**config.mk**
```make
export PLATFORM = sky130hd
export DESIGN_NAME = mdu_hilo_flat
export DESIGN_NICKNAME = d
export VERILOG_FILES = /design/src/rtl/mdu_hilo_pkg.sv /design/src/rtl/mdu_hilo_if.sv /design/src/rtl/mdu_hilo_div_step.sv /design/src/rtl/mdu_hilo.sv /design/src/flat_wrapper.sv
export SDC_FILE = /design/constraint.sdc
export NUM_CORES = 2
export LEC_CHECK = 0
export CAP_MARGIN = 30
export CORE_MARGIN = 2
export CORE_UTILIZATION = 50
export DETAILED_ROUTE_END_ITERATION = 10
export PLACE_DENSITY = 0.67
export SETUP_SLACK_MARGIN = 0.02
export SLEW_MARGIN = 5
export SYNTH_ARGS = -nofsm -noshare
export SYNTH_HDL_FRONTEND = slang
export SYNTH_SLANG_ARGS = --single-unit
```
**constraint.sdc**
```tcl
create_clock -name clk -period 17.28 [get_ports clk]
set_clock_uncertainty 0.15 [all_clocks]
set_input_delay 4.32 -clock clk [delete_from_list [all_inputs] [get_ports clk]]
set_output_delay 4.32 -clock clk [all_outputs]
set_load 0.1 [all_outputs]
```
**src/rtl/mdu_hilo_pkg.sv**
```systemverilog
// mdu_hilo_pkg: shared types, constants and helpers for the multiply/divide unit
package mdu_hilo_pkg;
    typedef logic [31:0] word_t;
    typedef enum logic [2:0] {
        MDU_MULT, MDU_MULTU, MDU_DIV, MDU_DIVU, MDU_MTHI, MDU_MTLO
    } mdu_op_t;
    // State names carry an S_ infix because MDU_DIV is already taken by the op enum.
    typedef enum logic [1:0] {MDU_S_IDLE, MDU_S_MUL, MDU_S_DIV, MDU_S_FIX} mdu_state_t;
    localparam int DIV_ITERS = 32;
    // Magnitude of a word; 0x8000_0000 maps to itself, which is the correct unsigned value.
    function automatic word_t mag(word_t x, logic sgn);
        return sgn && x[31] ? -x : x;
    endfunction
endpackage

```
**src/rtl/mdu_hilo_if.sv**
```systemverilog
// mdu_hilo_if: request/result bundle between execute and the multiply/divide unit
//   master drives flush, valid, op, a, b; slave drives busy, done, hi, lo
interface mdu_hilo_if;
    import mdu_hilo_pkg::*;
    logic    flush;
    logic    valid;
    mdu_op_t op;
    word_t   a;
    word_t   b;
    logic    busy;
    logic    done;
    word_t   hi;
    word_t   lo;
    modport master(output flush, valid, op, a, b, input busy, done, hi, lo);
    modport slave(input flush, valid, op, a, b, output busy, done, hi, lo);
endinterface

```
**src/rtl/mdu_hilo_div_step.sv**
```systemverilog
// mdu_hilo_div_step: one combinational restoring-division step
//   rem/quo/divisor in, rem_next/quo_next out; the dividend is shifted out of quo's MSB
module mdu_hilo_div_step (
    input  logic [32:0] rem,
    input  logic [31:0] quo,
    input  logic [32:0] divisor,
    output logic [32:0] rem_next,
    output logic [31:0] quo_next
);
    logic [33:0] sh;
    logic        ge;
    assign sh       = {rem, quo[31]};
    assign ge       = sh >= {1'b0, divisor};
    assign rem_next = 33'(ge ? sh - {1'b0, divisor} : sh);
    assign quo_next = {quo[30:0], ge};
endmodule

```
**src/rtl/mdu_hilo.sv**
```systemverilog
// mdu_hilo: multi-cycle MULT/MULTU/DIV/DIVU into HI/LO, plus single-cycle MTHI/MTLO
//   clk, reset (sync, active-high); bus.slave: flush, valid, op, a, b in; busy, done, hi, lo out
module mdu_hilo
    import mdu_hilo_pkg::*;
#(
    parameter int MUL_LAT = 2
) (
    input logic       clk,
    input logic       reset,
    mdu_hilo_if.slave bus
);
    mdu_state_t  state, state_next;
    logic [4:0]  cnt;
    logic        setup, sgn_q, done_q, accept, is_mul, is_div, neg_q, neg_r;
    word_t       a_q, b_q, quo, quo_next, hi_q, lo_q;
    logic [32:0] rem, rem_next, divisor;
    logic [63:0] prod;
    assign accept = bus.valid && state == MDU_S_IDLE && !bus.flush;
    assign is_mul = bus.op == MDU_MULT || bus.op == MDU_MULTU;
    assign is_div = bus.op == MDU_DIV || bus.op == MDU_DIVU;
    assign neg_q  = sgn_q & (a_q[31] ^ b_q[31]);
    assign neg_r  = sgn_q & a_q[31];
    // Sign-extending to 64 bits makes the truncated unsigned product correct for both MULT and MULTU.
    assign prod   = {{32{sgn_q & a_q[31]}}, a_q} * {{32{sgn_q & b_q[31]}}, b_q};
    mdu_hilo_div_step u_step (
        .rem     (rem),
        .quo     (quo),
        .divisor (divisor),
        .rem_next(rem_next),
        .quo_next(quo_next)
    );
    always_ff @(posedge clk) state <= reset ? MDU_S_IDLE : state_next;
    always_comb begin
        state_next = state;
        case (state)
            MDU_S_IDLE: state_next = !accept ? MDU_S_IDLE : is_mul ? MDU_S_MUL : is_div ? MDU_S_DIV : MDU_S_IDLE;
            MDU_S_MUL:  state_next = cnt == '0 ? MDU_S_IDLE : MDU_S_MUL;
            MDU_S_DIV:  state_next = !setup && cnt == '0 ? MDU_S_FIX : MDU_S_DIV;
            default:    state_next = MDU_S_IDLE;
        endcase
        if (bus.flush) state_next = MDU_S_IDLE;
    end
    always_comb begin
        bus.busy = state != MDU_S_IDLE;
        bus.done = done_q;
        bus.hi   = hi_q;
        bus.lo   = lo_q;
    end
    always_ff @(posedge clk) begin
        if (reset) begin
            cnt     <= '0;
            setup   <= 1'b0;
            sgn_q   <= 1'b0;
            done_q  <= 1'b0;
            a_q     <= '0;
            b_q     <= '0;
            quo     <= '0;
            rem     <= '0;
            divisor <= '0;
            hi_q    <= '0;
            lo_q    <= '0;
        end else begin
            done_q <= 1'b0;
            if (!bus.flush) begin
                case (state)
                    MDU_S_IDLE: if (accept) begin
                        a_q   <= bus.a;
                        b_q   <= bus.b;
                        sgn_q <= bus.op == MDU_MULT || bus.op == MDU_DIV;
                        cnt   <= is_mul ? 5'(MUL_LAT - 1) : 5'(DIV_ITERS - 1);
                        setup <= 1'b1;
                        if (bus.op == MDU_MTHI) hi_q <= bus.a;
                        if (bus.op == MDU_MTLO) lo_q <= bus.a;
                    end
                    MDU_S_MUL: begin
                        cnt <= cnt - 5'd1;
                        if (cnt == '0) begin
                            {hi_q, lo_q} <= prod;
                            done_q       <= 1'b1;
                        end
                    end
                    // First DIV cycle is the setup: magnitudes are loaded, then 32 steps follow.
                    MDU_S_DIV: if (setup) begin
                        setup   <= 1'b0;
                        rem     <= '0;
                        quo     <= mag(a_q, sgn_q);
                        divisor <= {1'b0, mag(b_q, sgn_q)};
                    end else begin
                        rem <= rem_next;
                        quo <= quo_next;
                        cnt <= cnt - 5'd1;
                    end
                    // Divide by zero bypasses the sign fix and reports the raw dividend in HI.
                    MDU_S_FIX: begin
                        lo_q   <= b_q == '0 ? '1 : neg_q ? -quo : quo;
                        hi_q   <= b_q == '0 ? a_q : neg_r ? -rem[31:0] : rem[31:0];
                        done_q <= 1'b1;
                    end
                endcase
            end
        end
    end
endmodule

```
**src/flat_wrapper.sv**
```systemverilog
// flat-port wrapper written by rule: the top's interface ports become plain ports
module mdu_hilo_flat import mdu_hilo_pkg::*;
#(
    parameter int MUL_LAT = 2
)
  (clk, reset, bus_flush, bus_valid, bus_op, bus_a, bus_b, bus_busy, bus_done, bus_hi, bus_lo);
  mdu_hilo_if bus_i ();
  input logic clk;
  input logic reset;
  input wire logic [$bits(bus_i.flush)-1:0] bus_flush;
  input wire logic [$bits(bus_i.valid)-1:0] bus_valid;
  input wire logic [$bits(bus_i.op)-1:0] bus_op;
  input wire logic [$bits(bus_i.a)-1:0] bus_a;
  input wire logic [$bits(bus_i.b)-1:0] bus_b;
  output wire logic [$bits(bus_i.busy)-1:0] bus_busy;
  output wire logic [$bits(bus_i.done)-1:0] bus_done;
  output wire logic [$bits(bus_i.hi)-1:0] bus_hi;
  output wire logic [$bits(bus_i.lo)-1:0] bus_lo;
  assign bus_i.flush = bus_flush;
  assign bus_i.valid = bus_valid;
  assign bus_i.op = bus_op;
  assign bus_i.a = bus_a;
  assign bus_i.b = bus_b;
  assign bus_busy = bus_i.busy;
  assign bus_done = bus_i.done;
  assign bus_hi = bus_i.hi;
  assign bus_lo = bus_i.lo;
  mdu_hilo #(.MUL_LAT(MUL_LAT)) u_core (.clk(clk), .reset(reset), .bus(bus_i));
endmodule
```
== Word level (Yosys, flattened, before mapping) ==
Cells that the tools add are included.

* Input port bits: 71
* Register bits after elaboration: 235

* Add/subtract/negate cells: 6
* Eq/ne operators: 13
* $lt $le $gt $ge: 1
* Reductions and logical operators: 26
* Bitwise logic cells: 5
* $mul: 1
* Multiplexer cells: 31

{| class="wikitable"
|+ Operators by type and width
! kind !! count
|-
| $mux 32 || 13
|-
| $pmux 32 s3 || 2
|-
| $neg 32->32 || 4
|-
| $mux 33 || 2
|-
| $mul 33x33->64 || 1
|-
| $ge 34x32->1 || 1
|-
| $sub 33x32->33 || 1
|-
| $logic_not 32->1 || 1
|-
| $mux 5 || 3
|-
| $pmux 5 s3 || 1
|-
| $reduce_and 5->1 || 2
|-
| $reduce_and 3->1 || 3
|-
| $eq 3x2->1 const B || 2
|-
| $eq 3x3->1 const B || 2
|-
| $mux 2 || 3
|-
| $ne 2x2->1 const B || 3
|-
| $pmux 2 s3 || 1
|-
| $reduce_bool 3->1 || 2
|-
| $logic_and 1x1->1 || 5
|-
| $logic_not 5->1 || 1
|-
| $sub 5x1->5 const B || 1
|-
| $eq 2x2->1 const B || 2
|-
| $mux 1 || 4
|-
| $ne 2x1->1 const B || 2
|-
| other kinds (14) || 21
|}

== Depth between registers and ports, before layout ==
* Depth in word-level cells: 6
* Gate-level depth with buffers: 33

== Cells and area by module ==
From an unflattened synthesis, not the netlist that was laid out.

* Cells, all modules: 6292
* Area total of the unflattened synthesis: 53373.7 um2

{| class="wikitable"
|+ By module, submodules not included
! module !! cells each !! area each (um2) !! instances !! seq. area each (um2)
|-
| mdu_hilo || 5883 || 50503.4 || 1 || 4704.5
|-
| mdu_hilo_div_step || 409 || 2870.3 || 1 || 0.0
|}

== Least setup slack after synthesis ==
No wires, ideal clock.

* Kind: register to register
* From: register u_core.sgn_q
* To: register u_core.hi_q[31], in the netlist u_core.bus.hi[31]
* Clock period less this slack: 8.751 ns
* Path slack: 8.529 ns
* Buffers on the path: 5
* Stages on the path, launching flop included: 30
* Arrival time: 8.483 ns
* Required time: 17.012 ns
* Setup time: 0.118 ns
* Cell sequence: dfxtp_1 > clkbuf_1 > and2_1 > clkbuf_1 > clkbuf_1 > buf_1 > nand2_1 > inv_1 > fa_1 > fa_1 > fa_1 > inv_1 > fa_1 > inv_1 > fa_1 > fa_1 > fa_1 > inv_1 > fa_1 > inv_1 > ha_1 > clkbuf_1 > and4_1 > nor3b_1 > nor4b_1 > a221oi_1 > o2111ai_1 > o211a_1 > mux2i_1 > o21ai_2

* Longest elaborated chain between the ends: 4
* Elaborated cells on any way between the ends: 7
* Classes of those cells: mul (1); mux (4); bitwise (2)

{| class="wikitable"
|+ RTL lines
! item !! RTL line !! source
|-
| start: declaration || mdu_hilo.sv:14 || <nowiki>logic setup, sgn_q, done_q, accept, is_mul, is_div, neg_q, neg_r;</nowiki>
|-
| start signal: assignment || mdu_hilo.sv:53 || <nowiki>sgn_q <= 1'b0;</nowiki>
|-
| start signal: assignment || mdu_hilo.sv:69 || <nowiki>sgn_q <= bus.op == MDU_MULT || bus.op == MDU_DIV;</nowiki>
|-
| $and 1x1->1, on equally long branches || mdu_hilo.sv:22, mdu_hilo.sv:24 ||
|-
| $mul 33x33->64 / $mux 32 (equally long branches) || mdu_hilo.sv:24, mdu_hilo.sv:96 ||
|-
| $mux 32, on equally long branches || mdu_hilo.sv:77, mdu_hilo.sv:96 ||
|-
| $pmux 32 s3 * || mdu_hilo.sv:65 || <nowiki>case (state)</nowiki>
|-
| end signal: assignment || mdu_hilo.sv:72 || <nowiki>if (bus.op == MDU_MTHI) hi_q <= bus.a;</nowiki>
|-
| end signal: assignment || mdu_hilo.sv:78 || <nowiki>{hi_q, lo_q} <= prod;</nowiki>
|-
| end signal: assignment || mdu_hilo.sv:96 || <nowiki>hi_q <= b_q == '0 ? a_q : neg_r ? -rem[31:0] : rem[31:0];</nowiki>
|-
| end: declaration || mdu_hilo.sv:15 || <nowiki>word_t a_q, b_q, quo, quo_next, hi_q, lo_q;</nowiki>
|}

Every way passes the cells marked *; elsewhere a longest branch is shown, timed or not. The select of a mux whose other input is x is not followed.
A chain may end at the register's enable or synchronous reset.

== Final worst setup path ==
Same ends and word-level chain as after synthesis.

==> key figures <==
Logic synthesis
  • Post-Synthesis Net Count: 7644
  • Post-synth top area cell: sky130_fd_sc_hd__fa_1
  • Yosys Warn Count: 0
  • Area of the mapped netlist: 52510 um^2
  • Fraction of registers with async set/reset: 0%
  • Synthesis-stage register bit count: 235
  • Ranking of synthesized cells by area: sky130_fd_sc_hd__fa_1, sky130_fd_sc_hd__dfxtp_1, sky130_fd_sc_hd__inv_1
  • Fraction of post-synthesis cell area in the top cell type by area: 42.93%
  • Number of enable flip-flop cells after synthesis: 0
  • Most used flip-flop cell after synthesis: sky130_fd_sc_hd__dfxtp_1
  • Count of distinct cell types in the synthesized netlist: 81
  • Post-synthesis sequential area ratio: 8.959%
  • Post-synthesis cell count: 6192
  • Average cell area after synthesis: 8.480 um^2

Worst setup path
  • Internal reg-to-reg setup slack: 7.38 ns
  • Worst Path Arrival: 10.24 ns
  • Highest fanout seen on the critical path: 45
  • Logic depth of the worst register-to-register path: 26
  • Worst EP required: 17.62 ns
  • Critical path class: flip-flop to flip-flop
  • Critical path launch point type: flip-flop
  • Element type at the critical path end: flip-flop

STA
  • Total setup violations reported at the end of the flow: 0
  • Hold violation total from the final report: 0
  • Setup Total Neg Slack: 0 ns
  • Count of pins over their slew limit: 0
  • Worst Tran Pin Value: 1.035 ns
  • Worst slew margin relative to its limit: 30.78%
  • Share of the clock period used by the worst path after layout: 57.29%
  • Unrepaired setup endpoints after global routing: no
  • Minimum period implied by the final worst setup slack: 9.899 ns
  • Max Clock Freq: 101.0 MHz

Global route
  • Total global routing overflow: 0
  • Vias in the first global route: 44600
  • Global-route wire length before repair: 273400 um
  • Antenna violations before repair: 8
  • Global router's overall resource usage: 33.68%
  • Largest net degree at the start of global routing: 71

Power and ir drop
  • Ratio of total power to cell area: 32.96 nW/um^2
  • Cell leakage power: 26.06 nW
  • Worst vdd ir: 0.00006946 V

Job
  • Max-Cap Viols: 0

Drt
  • Total number of vias: 43200
  • First drt pass iteration count: 7
  • Routed wl met2: 83770 um
  • Routed length on met1: 67540 um
  • Routed len/inst: 23.76 um
  • Count of antenna-violating nets left after detailed routing: 0
  • DRC viols: 0
  • Total wirelength of the detailed-routed design: 177100 um
  • Routed length on met3: 13950 um
  • Drt initial violations: 3960
  • Highest metal layer with signal wires: met5
  • Mean number of vias per cell: 5.797

Cells and area
  • Final Cell Area: 55800 um^2
  • Share of final-layout standard cells stronger than drive strength 1: 3.261%
  • P&R area growth vs syn: 6.272%
  • Nets: 7503

Place
  • Placed wire-length estimate: 134100 um
  • Placed cell areas: 54940 um^2
  • IO buf count: 136
  • Final weighted congestion in routability-driven placement: 1.031

Floorplanning
  • Floorplan row count: 118
  • Top-level I/O count: 137
  • Placeable core area: 103800 um^2
  • Die height: 328.1 um
  • Die extent in x: 328.1 um
  • Die footprint: 107600 um^2
  • Initial core utilization: 50.59%

Clock tree
  • CTS Buf Count: 27
  • Clock slew seen by the registers of the worst setup and hold paths: 0.07 ns
  • Number of hold-repair buffers added at the cts stage: 0
  • Gates resized, CTS repair: 0
  • CTS HTree Levels: 1
  • Clock tree from TritonCTS: built
  • Root buffer selected by CTS: sky130_fd_sc_hd__clkbuf_16
  • Worst-case clock buffer depth: 3
  • Total clock sinks: 235
  • Worst-Skew Late Latency: 0.61 ns
  • Number of post-CTS setup repair buffers: 0

Worst hold path
  • Depth of the worst hold-timing path: 2
  • Class of the tightest hold or removal check: flip-flop to flip-flop

Outcome
  • Run status: completed
-- critical path, cell delays in order (launching register included) --
cell	delay, ns
sky130_fd_sc_hd__dfxtp_1	0.59
sky130_fd_sc_hd__buf_4	0.37
sky130_fd_sc_hd__and2_2	0.43
sky130_fd_sc_hd__buf_4	0.52
sky130_fd_sc_hd__nand2_1	0.18
sky130_fd_sc_hd__inv_1	0.16
sky130_fd_sc_hd__fa_1	0.51
sky130_fd_sc_hd__fa_1	0.63
sky130_fd_sc_hd__fa_1	0.50
sky130_fd_sc_hd__inv_1	0.40
sky130_fd_sc_hd__fa_1	0.50
sky130_fd_sc_hd__inv_1	0.08
sky130_fd_sc_hd__fa_1	0.44
sky130_fd_sc_hd__fa_1	0.52
sky130_fd_sc_hd__fa_1	0.49
sky130_fd_sc_hd__inv_1	0.05
sky130_fd_sc_hd__fa_1	0.48
sky130_fd_sc_hd__inv_1	0.04
sky130_fd_sc_hd__ha_1	0.42
sky130_fd_sc_hd__and4_1	0.32
sky130_fd_sc_hd__nor3b_1	0.72
sky130_fd_sc_hd__nor4b_1	0.32
sky130_fd_sc_hd__a221oi_1	0.15
sky130_fd_sc_hd__o2111ai_1	0.25
sky130_fd_sc_hd__o211a_1	0.25
sky130_fd_sc_hd__mux2i_1	0.23
sky130_fd_sc_hd__o21ai_2	0.07
-- registers in the layout, indices dropped and copies added (netlist names) --
register	cells
u_core.a_q	32
u_core.b_q	32
u_core.bus.done	1
u_core.bus.hi	32
u_core.bus.lo	32
u_core.cnt	5
u_core.divisor	32
u_core.quo	32
u_core.rem	33
u_core.setup	1
u_core.sgn_q	1
u_core.state	2
-- through the flow --
stage               hold WS [ns]  std cells  worst slack [ns]  util (%)  power [mW]
detailed placement        0.2984       7401             7.503     52.93       1.246
global placement          0.2921       7397             7.484     52.85       1.238
CTS                       0.3075       7450             7.457     53.75       1.828
finish                    0.3056       7452             7.381     53.76       1.839
floorplan                 0.2757       6192             8.529         -      0.9968
global route              0.3210       7451             6.776     53.76       1.916
-- final cells by class --
class	count	area [um^2]
clock inverter	14	93.84
timing repair buffer	245	2242
sequential	235	4707
inverter	1195	4486
clock buffer	35	755.7
tap	1380	1727
fill	9604	47990
multi-input combinational	4347	41790
antenna	1	2.502
-- kinds of logic (layout without fill, tap and decap cells) --
family | after synthesis | in the layout | share of synthesized area, %
AOI/OAI and AO/OA | 825 | 825 | 10.02
xor gates and xnor gates | 205 | 205 | 3.419
adders and majority gates | 1381 | 1381 | 49.01
buffers and inverters | 1610 | 1489 | 11.55
DFF | 235 | 235 | 8.959
muxes | 18 | 18 | 0.3455
other | 0 | 1 | 0
and+or+nand+nor | 1918 | 1918 | 16.70
-- cells in the final DEF (no fill, tap or decap), types with 49 or more instances in the layout --
cell type | synthesis | routed
sky130_fd_sc_hd__a211oi_1 | 75 | 75
sky130_fd_sc_hd__nor3_1 | 50 | 49
sky130_fd_sc_hd__ha_1 | 255 | 253
sky130_fd_sc_hd__buf_4 | 2 | 104
sky130_fd_sc_hd__and2_1 | 353 | 351
sky130_fd_sc_hd__inv_1 | 1194 | 1194
sky130_fd_sc_hd__xor2_1 | 97 | 97
sky130_fd_sc_hd__a21oi_1 | 268 | 268
sky130_fd_sc_hd__dfxtp_1 | 235 | 233
sky130_fd_sc_hd__xnor2_1 | 108 | 108
sky130_fd_sc_hd__a21o_1 | 56 | 56
sky130_fd_sc_hd__nand2_1 | 1004 | 1004
sky130_fd_sc_hd__clkdlybuf4s50_1 | 0 | 135
sky130_fd_sc_hd__o21ai_0 | 184 | 184
sky130_fd_sc_hd__fa_1 | 1126 | 1126
sky130_fd_sc_hd__nor2_1 | 288 | 285
-- final timing paths --
kind	start	end
min reg2reg	u_core.b_q[26]	u_core.b_q[26]
min	u_core.b_q[26]	u_core.b_q[26]
max	u_core.sgn_q	u_core.bus.hi[31]
max reg2reg	u_core.sgn_q	u_core.bus.hi[31]
-- cells in the mapped netlist (8+ instances only) --
cell type,instances
sky130_fd_sc_hd__nor3b_1,8
sky130_fd_sc_hd__buf_2,12
sky130_fd_sc_hd__xor2_1,97
sky130_fd_sc_hd__a31oi_1,16
sky130_fd_sc_hd__nand4_1,18
sky130_fd_sc_hd__o31ai_1,27
sky130_fd_sc_hd__or4_1,10
sky130_fd_sc_hd__buf_1,75
sky130_fd_sc_hd__mux2i_1,17
sky130_fd_sc_hd__fa_1,1126
sky130_fd_sc_hd__nand2b_1,24
sky130_fd_sc_hd__dfxtp_1,235
sky130_fd_sc_hd__nand2_1,1004
sky130_fd_sc_hd__o41ai_1,15
sky130_fd_sc_hd__o21bai_1,15
sky130_fd_sc_hd__inv_1,1194
sky130_fd_sc_hd__a311oi_1,26
sky130_fd_sc_hd__o211ai_1,17
sky130_fd_sc_hd__nor2b_1,16
sky130_fd_sc_hd__o21a_1,15
sky130_fd_sc_hd__or3_1,21
sky130_fd_sc_hd__and3_1,36
sky130_fd_sc_hd__a22oi_1,9
sky130_fd_sc_hd__a21oi_1,268
sky130_fd_sc_hd__xnor2_1,108
sky130_fd_sc_hd__ha_1,255
sky130_fd_sc_hd__clkbuf_1,326
sky130_fd_sc_hd__nor4_1,17
sky130_fd_sc_hd__nand3_1,39
sky130_fd_sc_hd__and2_1,353
sky130_fd_sc_hd__o21ai_0,184
sky130_fd_sc_hd__nor2_1,288
sky130_fd_sc_hd__nor3_1,50
sky130_fd_sc_hd__a221o_1,13
sky130_fd_sc_hd__a221oi_1,27
sky130_fd_sc_hd__a211oi_1,75
sky130_fd_sc_hd__a21o_1,56
-- power by group --
part,internal [mW],switching [mW]
sequential,0.555,0.0158
combinational,0.205,0.472
clock,0.310,0.282
-- routing by layer --
| layer | global-route usage [%] | vias to the layer above |
|---|---|---|
| met2 | 55.43 | 1921 |
| met3 | 5.393 | 510 |
| li1 | - | 18570 |
| met1 | 42.75 | 22190 |
| met4 | 17.97 | 10 |
| met5 | 0 | - |
Note: power is estimated with default switching activity, not from simulation.
